--- config.mk ---
export PLATFORM = sky130hd
export DESIGN_NAME = ram_port_arbiter
export DESIGN_NICKNAME = d
export VERILOG_FILES = /design/src/rtl/ram_port_arbiter.sv
export SDC_FILE = /design/constraint.sdc
export NUM_CORES = 1
export LEC_CHECK = 0
export CAP_MARGIN = 20
export CORE_MARGIN = 2
export CORE_UTILIZATION = 34
export DETAILED_ROUTE_END_ITERATION = 7
export GPL_TIMING_DRIVEN = 0
export PLACE_DENSITY = 0.78
export SKIP_LAST_GASP = 1
export SYNTH_ARGS = -nofsm -noshare
export SYNTH_HDL_FRONTEND = slang
export SYNTH_SLANG_ARGS = --single-unit
export TNS_END_PERCENT = 5
--- constraint.sdc ---
create_clock -name clk -period 2.66 [get_ports clk]
set_clock_uncertainty 0.2 [all_clocks]
set_input_delay 0.266 -clock clk [delete_from_list [all_inputs] [get_ports clk]]
set_output_delay 0.266 -clock clk [all_outputs]
set_load 0.02 [all_outputs]
--- src/rtl/ram_port_arbiter.sv ---
// ram_port_arbiter: round-robin, burst-limited arbiter sharing one single-port RAM between two requesters
module ram_port_arbiter #(
    parameter int ADDR_W    = 6,
    parameter int DATA_W    = 8,
    parameter int MAX_BURST = 4
) (
    input  logic              clk,
    input  logic              rst,
    input  logic              req0,
    input  logic              we0,
    input  logic [ADDR_W-1:0] addr0,
    input  logic [DATA_W-1:0] wdata0,
    output logic              gnt0,
    output logic              rvalid0,
    output logic [DATA_W-1:0] rdata0,
    input  logic              req1,
    input  logic              we1,
    input  logic [ADDR_W-1:0] addr1,
    input  logic [DATA_W-1:0] wdata1,
    output logic              gnt1,
    output logic              rvalid1,
    output logic [DATA_W-1:0] rdata1,
    output logic [ADDR_W-1:0] ram_addr,
    output logic [DATA_W-1:0] ram_data_in,
    output logic              ram_write_en,
    input  logic [DATA_W-1:0] ram_data_out
);
    typedef enum logic [1:0] {IDLE, OWN0, OWN1} owner_t;
    localparam logic [3:0] LIM = 4'(MAX_BURST - 1);
    owner_t            owner_q, owner_d;
    logic [3:0]        burst_q, burst_d;
    logic              rr_last_q, rr_last_d;
    logic [ADDR_W-1:0] addr_q, addr_d;
    logic              rvalid0_q, rvalid0_d, rvalid1_q, rvalid1_d;
    logic              keep0, keep1;

    // grant selection, RAM drive, read return and next-state
    always_comb begin
        keep0        = owner_q == OWN0 && req0 && (burst_q < LIM || !req1);
        keep1        = owner_q == OWN1 && req1 && (burst_q < LIM || !req0);
        gnt0         = !rst && (owner_q == OWN0 ? keep0 :
                                owner_q == OWN1 ? (!keep1 && req0) :
                                (req0 && (!req1 || rr_last_q)));
        gnt1         = !rst && (owner_q == OWN1 ? keep1 :
                                owner_q == OWN0 ? (!keep0 && req1) :
                                (req1 && (!req0 || !rr_last_q)));
        ram_write_en = gnt0 ? we0 : gnt1 ? we1 : 1'b0;
        ram_addr     = rst ? '0 : gnt0 ? addr0 : gnt1 ? addr1 : addr_q;
        ram_data_in  = gnt0 ? wdata0 : gnt1 ? wdata1 : '0;
        addr_d       = ram_addr;
        owner_d      = gnt0 ? OWN0 : gnt1 ? OWN1 : IDLE;
        burst_d      = ((gnt0 && owner_q == OWN0) || (gnt1 && owner_q == OWN1)) ?
                       (burst_q >= LIM ? LIM : burst_q + 4'd1) : 4'd0;
        rr_last_d    = gnt0 ? 1'b0 : gnt1 ? 1'b1 : rr_last_q;
        rvalid0_d    = gnt0 && !we0;
        rvalid1_d    = gnt1 && !we1;
        rvalid0      = rvalid0_q && !rst;
        rvalid1      = rvalid1_q && !rst;
        rdata0       = rvalid0 ? ram_data_out : '0;
        rdata1       = rvalid1 ? ram_data_out : '0;
    end

    // state registers; reset leaves RAM contents untouched and favours port 0 first
    always_ff @(posedge clk) begin
        if (rst) begin
            owner_q   <= IDLE;
            burst_q   <= '0;
            rr_last_q <= 1'b1;
            addr_q    <= '0;
            rvalid0_q <= 1'b0;
            rvalid1_q <= 1'b0;
        end else begin
            owner_q   <= owner_d;
            burst_q   <= burst_d;
            rr_last_q <= rr_last_d;
            addr_q    <= addr_d;
            rvalid0_q <= rvalid0_d;
            rvalid1_q <= rvalid1_d;
        end
    end
endmodule

Word level (Yosys, flattened, before mapping)
Cells that the tools add are included.
{"block": "word_totals", "reg_bits": 15, "output_inout_bits": 35, "word_cells": 65, "inputBits": 42}
{"block": "classes", "n_addsub": 1, "n_reduce_logical": 33, "muxes": 18, "magnitude_cmp": 2, "bitwise_logic": 1, "n_eq_ne": 2}
{"op": "$mux W8", "n": 4}
{"op": "$mux W6", "n": 3}
{"op": "$logic_and A1 B1 Y1", "n": 16}
{"op": "$mux W1", "n": 9}
{"op": "$logic_not A1 Y1", "n": 8}
{"op": "$logic_or A1 B1 Y1", "n": 5}
{"op": "$add A4 B1 Y4 const B", "n": 1}
{"op": "$ge A4 B2 Y1 const B", "n": 1}
{"op": "$lt A4 B2 Y1 const B", "n": 1}
{"op": "$mux W2", "n": 2}
{"op": "$reduce_or A2 Y1", "n": 2}
{"op": "$reduce_or A3 Y1", "n": 1}
{"op": "$eq A2 B1 Y1 const B", "n": 1}
{"op": "$eq A2 B2 Y1 const B", "n": 1}
{"op": "$reduce_bool A2 Y1", "n": 1}
{"op": "$not A1 Y1", "n": 1}

Logic depth before layout (Yosys ltp)
Gate-level depths: netlist (run 1).
{"block": "logic_depth", "ltp_word": 12, "mapped_depth": 6, "mapped_depth_nobuf": 5}

Worst setup path after synthesis (run 1)
No wires, ideal clock.
{"block": "synth_path", "path_type": "reg2out", "from": "reg burst_q[0]", "to": "out ram_data_in[0]", "arrival_ns": 1.696, "setup_slack_ns": 0.498, "path_stages_with_launch": 7, "n_path_buf": 1, "path_cell_list": "dfxtp_1 > ha_1 > nor3_2 > mux2i_1 > and3_1 > buf_2 > a32o_1"}
{"block": "synth_between", "elab_chain_len": 10}
{"element": "start, declared", "line": "31", "rtl": "logic [3:0] burst_q, burst_d;"}
{"element": "start signal, assigned", "line": "74", "rtl": "burst_q <= burst_d;"}
{"element": "$lt A4 B2 Y1 *", "line": "39, 40"}
{"element": "$logic_or A1 B1 Y1", "line": "39", "rtl": "keep0 = owner_q == OWN0 && req0 && (burst_q < LIM || !req1);"}
{"element": "$logic_and A1 B1 Y1", "line": "39"}
{"element": "$logic_not A1 Y1", "line": "45", "rtl": "owner_q == OWN0 ? (!keep0 && req1) :"}
{"element": "$logic_and A1 B1 Y1", "line": "45"}
{"element": "$mux W1", "line": "45"}
{"element": "$mux W1 *", "line": "44", "rtl": "gnt1 = !rst && (owner_q == OWN1 ? keep1 :"}
{"element": "$logic_and A1 B1 Y1 *", "line": "44"}
{"element": "via gnt1", "line": "20", "rtl": "output logic gnt1,"}
{"element": "$mux W8 * (2 in a row)", "line": "49", "rtl": "ram_data_in = gnt0 ? wdata0 : gnt1 ? wdata1 : '0;"}
{"element": "end, declared", "line": "24", "rtl": "output logic [DATA_W-1:0] ram_data_in,"}
The timed path passes the listed nets; every way through them passes the cells marked *.

Final worst setup path (run 1)
{"block": "layout_path", "from": "in req1", "to": "out ram_addr[2]"}
{"block": "layout_between", "elab_chain_len": 11}
{"element": "start, declared", "line": "16", "rtl": "input logic req1,"}
{"element": "$logic_not A1 Y1", "line": "39, 43"}
{"element": "$logic_or A1 B1 Y1", "line": "39"}
{"element": "$logic_and A1 B1 Y1", "line": "39"}
{"element": "$logic_not A1 Y1", "line": "45"}
{"element": "$logic_and A1 B1 Y1", "line": "45"}
{"element": "$mux W1", "line": "45"}
{"element": "$mux W1", "line": "44"}
{"element": "$logic_and A1 B1 Y1", "line": "44"}
{"element": "$mux W6", "line": "48", "rtl": "ram_addr = rst ? '0 : gnt0 ? addr0 : gnt1 ? addr1 : addr_q;"}
{"element": "$mux W6 * (2 in a row)", "line": "48"}
{"element": "end, declared", "line": "23", "rtl": "output logic [ADDR_W-1:0] ram_addr,"}
Every way passes the cells marked *; elsewhere a longest branch is shown, timed or not.

==> results of run 1 <==
[cells by family (layout without fill, tap and decap cells)]
logic type	count (synthesis)	count (layout)	share of synthesized area [%]
AND/OR/NAND/NOR	47	47	28.0
adder cells (fa/ha/maj)	1	1	1.22
XOR/XNOR	1	1	0.857
other	1	2	0.367
flip-flops	15	15	29.4
AO/OA/AOI/OAI	36	36	32.4
buffers and inverters	13	94	6.73
multiplexers	1	1	0.979
[final timing paths]
kind,startpoint,to,cells past startpoint
worst max-delay path,req1,ram_addr[2],7
worst min-delay path,we1,rvalid1_q$_SDFF_PP0_,2
worst max register to register,burst_q[0]$_SDFF_PP0_,rvalid1_q$_SDFF_PP0_,6
worst min register to register,burst_q[0]$_SDFF_PP0_,burst_q[0]$_SDFF_PP0_,3
[cell usage after synthesis, drive strengths merged]
cell type  count
buf            4
mux2i          1
dfxtp         15
conb           1
and2          23
and3b          2
nand3          1
nor2           8
a31oi          1
o221a         12
and2b          1
nor2b          5
clkbuf         6
a211oi         8
a2111o         1
a32o           9
nor3           4
o2111ai        1
xnor2          1
nand2b         1
inv            3
a21oi          4
and3           2
ha             1
[cell type report]
| type | count | area, um^2 |
|---|---|---|
| Buffer | 10 | 58.8 |
| Clock buffer | 3 | 22.5 |
| Clock inverter | 1 | 5.00 |
| Fill cell | 249 | 951 |
| Inverter | 3 | 11.3 |
| Multi-Input combinational cell | 88 | 663 |
| Sequential cell | 15 | 300 |
| Tap cell | 31 | 38.8 |
| Timing Repair Buffer | 77 | 754 |
[stage by stage]
stage               setup WS (ns)  std cells  util, %
global route               -0.382        228     66.1
CTS                        -0.247        228     66.0
floorplan                   0.498        116        -
global placement           -0.335        223     65.1
detailed placement         -0.368        223     65.1
finish                     -0.248        228     66.1
[layer usage]
metal  GRT usage, %  up-vias  wire, um
met5              0        -         0
met3           2.86        4       274
met2           40.2       61      1980
met1           25.2      592      1290
met4           4.87        0        27
li1               -      602         -
[registers in the layout, indices dropped and copies added (netlist names)]
register,count
addr_q,6
burst_q,4
owner_q,2
rvalid1_q,1
rvalid0_q,1
rr_last_q,1
[timing repair]
item                       CTS  global route
resized for setup           15             1
setup endpoints to repair   17            17
buffers inserted             1             0
pin swaps                    0             0
[power breakdown]
part | internal [uW] | total (uW) | switching, uW
Clock | 55.7 | 131 | 75.5
Sequential | 240 | 249 | 9.05
Combinational | 139 | 259 | 120
==> flow_summary.yaml, run 1 <==
outcome:
  status: "finished with violations"
  failed_checks: "DRC, setup timing"
synth:
  yosys_warnings: 0
  seq_area_frac_synth_pct: 29.4
  yosys.area.top_type: "dfxtp_1"
  netlist_area_um2: 1020
  yosys_register_bits: 15
  syn_inst: 115
  synth_area_leaders: "dfxtp_1 (29%), and2_1 (13%), o221a_1 (11%)"
  ys_types: 29
  synth_top_area_share_pct: 29.4
  postSynthAreaPerCell_um2: 8.89
critical_path:
  required_ns: 2.19
  worstPathArrival_ns: 2.44
  crit_path_start_kind: "input port"
  cp_num_buf_inv: 4
  end_kind: "primary output"
  reg2reg_slack_ns: 0.76
  max_stage_delay_ns: 0.59
  crit_chain: "clkdlybuf4s50_1 -> inv_1 -> a2111o_1 -> nand3_2 -> buf_4 -> o221a_1 -> clkdlybuf4s50_1"
  cp_common_cell: "clkdlybuf4s50_1"
  critPathKind: "input port to primary output"
  slowest_stage: "clkdlybuf4s50_1"
  critPathMaxFanout: 10
  path_delay_family: "buffers and inverters"
cells_and_area:
  drive_gt1_share_pct: 7.61
  areaGrowthSynthToFinish_pct: 81.4
  final_cell_mix: "clkdlybuf4s50_1 (62), and2_1 (22), dfxtp_1 (15)"
  final_area_um2: 1850
  diodes: 0
  layout_commonest_cell: "clkdlybuf4s50_1"
  nets: 241
global_route:
  grt.total_usage_pct: 21.3
  grt_pass1_wl_um: 5750
  grt_pass1_vias: 1235
  grt_overflow_total: 0
  grt_max_degree: 11
  antenna_found_initial: 0
min_path:
  min-delay-path-class: "input port to flip-flop"
flow_run:
  max_cap_viol_count: 0
cts:
  clk_latency_ns: 0.28
  cts_buffers: 3
  h-tree-depth: 1
  cts_tree: "built"
  postCtsHoldBufs: 0
  clock_path_buffers: 2
  clkTransAtPathRegs_ns: 0.09
  root_buffer: "clkbuf_4"
  cts.sinks: 15
route:
  vias: 1259
  dr.pass1.iters: 6
  drtIter0Drc: 27
  detail_route.wl_per_cell_um: 15.7
  route.detailed.drc: 6
  routed_wl_um: 3570
  via_per_inst: 5.52
  ant_nets: 0
die:
  rows: 19
  die_x_um: 58.8
  pin_count: 77
  core_area_um2: 2810
  initial_core_util_pct: 36.4
  die_area_um2: 3460
  die_y_um: 58.8
place:
  place_area_um2: 1830
  dpl.hpwl_um: 2880
  place_congestion: 0.819
  portBuffers: 76
sta:
  max_freq_mhz: 344
  rsz0062_at_grt: "yes"
  final.period_utilization_pct: 109
  fin_ws_ns: -0.248
  whs_ns: 0.358
  setup_violations: 14
  fin_setup_tns_ns: -1.16
  hold_viol: 0
  slew_violations: 0
  fin_crit_ns: 2.91
power_and_ir_drop:
  leakage_uw: 0.000764
  power.total_uw: 640
  ir_worst_vdd_mv: 0.212
  p_per_area_nw_per_um2: 345
Note: power is estimated with default switching activity, not from simulation.
==> run 2, diff against run 1 <==
--- a/config.mk
+++ b/config.mk
@@ -6,8 +6,9 @@
 export NUM_CORES = 1
 export LEC_CHECK = 0
 export CAP_MARGIN = 20
-export CORE_MARGIN = 2
+export CORE_MARGIN = 8
 export CORE_UTILIZATION = 34
+export CTS_CLUSTER_DIAMETER = 30
 export DETAILED_ROUTE_END_ITERATION = 7
 export GPL_TIMING_DRIVEN = 0
 export PLACE_DENSITY = 0.78
==> run 2 against run 1 <==
Compared with the run above:
- the run ends with setup timing left
- flip-flop and latch count did not move
- worst hold slack got worse by 0.0076 ns
- clock-buffer cell count did not move
- design area rose by 0.34%
- die area rose by 45%
- register-to-register slack barely moved
- utilization fell by 3.1 points
- sequential power barely moved
- global-route usage fell by 6.0 points
- critical path type is now flip-flop to primary output
- critical endpoint is now ram_data_in[1]
- largest cell class unchanged
==> flow_summary.yaml, run 2 (synthesized netlist as in run 1, its figures left out) <==
outcome:
  status: "finished with violations"
  failed_checks: "setup timing"
critical_path:
  r2r-end: "addr_q[4]$_SDFF_PP0_"
  reg2reg_slack_ns: 0.76
  max_stage_delay_ns: 0.35
  worstPathArrival_ns: 2.26
  crit_chain: "ha_1 -> nor3_4 -> mux2i_1 -> and3_1 -> buf_2 -> a32o_1 -> dlygate4sd2_1"
  regToRegStartpoint: "burst_q[0]$_SDFF_PP0_"
  slowest_stage: "dlygate4sd2_1"
  critPathMaxFanout: 10
  required_ns: 2.19
  cp-startpoint: "burst_q[0]$_SDFF_PP0_"
  ff2ff_path_depth: 6
  critPathKind: "flip-flop to primary output"
  crit_path_start_kind: "flip-flop"
  end_kind: "primary output"
cts:
  cts.sinks: 15
  clkTransAtPathRegs_ns: 0.10
  root_buffer: "clkbuf_4"
  cts_tree: "built"
  postCtsHoldBufs: 0
  h-tree-depth: 1
  cts_buffers: 3
  clk_latency_ns: 0.28
  clock_path_buffers: 2
global_route:
  grt_pass1_wl_um: 6300
  grt-busiest-layer: "met2"
  grt_max_degree: 11
  grt_pass1_vias: 1213
  grt.total_usage_pct: 15.3
  use_met3_pct: 2.97
  grt_overflow_total: 0
  grt_use_met1_pct: 18.4
  met2_usage_pct: 26.3
  antenna_found_initial: 0
cells_and_area:
  layout_commonest_cell: "clkdlybuf4s50_1"
  largest_reg_flops: 6
  reg_top3: "addr_q (6), burst_q (4), owner_q (2)"
  final_cell_mix: "clkdlybuf4s50_1 (59), and2_1 (22), dlygate4sd2_1 (16)"
  areaGrowthSynthToFinish_pct: 82.0
  diodes: 0
  nets: 242
  utilization_pct: 63.0
  instances_no_fill: 231
  drive_gt1_share_pct: 8.08
  largest-register: "addr_q"
place:
  place_congestion: 0.831
  dpl_worst_slack_ns: -0.334
  place_inst: 225
  portBuffers: 76
  dpl.hpwl_um: 3140
min_path:
  hold_start: "we1"
  holdPathStages: 2
  min-delay-path-class: "input port to flip-flop"
  min_to: "rvalid1_q$_SDFF_PP0_"
sta:
  fin_ws_ns: -0.0700
  max_freq_mhz: 366
  hold_viol: 0
  slew_violations: 0
  rsz0062_at_grt: "yes"
  whs_ns: 0.350
  fin_crit_ns: 2.73
  setup_violations: 12
  final.period_utilization_pct: 103
die:
  pin_count: 77
  core_area_um2: 2950
  die_y_um: 70.8
  rows: 20
  die_area_um2: 5020
  die_x_um: 70.8
  initial_core_util_pct: 34.6
route:
  route.detailed.drc: 0
  via_per_inst: 5.23
  detail_route.wl_per_cell_um: 16.9
  drtIter0Drc: 19
  dr.pass1.iters: 4
  ant_nets: 0
  vias: 1209
  routed_wl_um: 3910
power_and_ir_drop:
  power.total_uw: 639
  leakage_uw: 0.000778
  ir_worst_vdd_mv: 0.230
  p_per_area_nw_per_um2: 344
flow_run:
  max_cap_viol_count: 0
-- run 2: final cells by class --
type                       count  area [um^2]
inverter                       3         11.3
timing repair buffer          78          758
buffer                        10         58.8
tap                           33         41.3
clock buffer                   3         22.5
multi-input combinational     88          663
fill                         281         1090
clock inverter                 1         5.00
sequential                    15          300
-- run 2: power breakdown --
part	internal, uW	leakage, uW	switching, uW	total [uW]
combinational	137	0.000636	120	257
clock	55.8	0.0000177	77.7	133
sequential	240	0.000124	8.89	249
-- run 2: worst max path at each step --
| stage | slack [ns] | endpoint | cells past startpoint |
|---|---|---|---|
| after floorplan | 0.50 | ram_data_in[0] | 6 |
| after global placement | -0.30 | ram_data_in[1] | 6 |
| after detailed placement | -0.33 | ram_data_in[1] | 6 |
| after CTS | -0.19 | gnt0 | 7 |
| after global routing | -0.21 | ram_data_in[2] | 7 |
| final | -0.07 | ram_data_in[1] | 7 |
-- run 2: metal layers --
layer,part of all wire [%],vias to the layer above
li1,-,600
met5,0,-
met4,1.1,0
met1,42,555
met3,6.2,4
met2,51,50
-- run 2: worst max-delay path: cells and delay by family, from the launching register on --
kind	cells	cell delay, ns
and+or+nand+nor	2	0.47
AOI/OAI and AO/OA	1	0.16
DFF	1	0.32
muxes	1	0.25
adders and majority gates	1	0.22
buffers and inverters	2	0.56
-- run 2: per-stage QoR --
step | setup TNS (ns) | area (um^2)
after global placement | -4.16 | 1830
after global routing | -2.45 | 1860
after CTS | -1.01 | 1860
final | -0.406 | 1860
after detailed placement | -4.54 | 1830
after floorplan | 0 | 1030
-- run 2: what timing repair did --
item | in CTS | in global routing
gates resized for setup | 18 | 1
pin swaps | 1 | 0
endpoints found under the setup margin | 17 | 17
setup buffers | 2 | 0
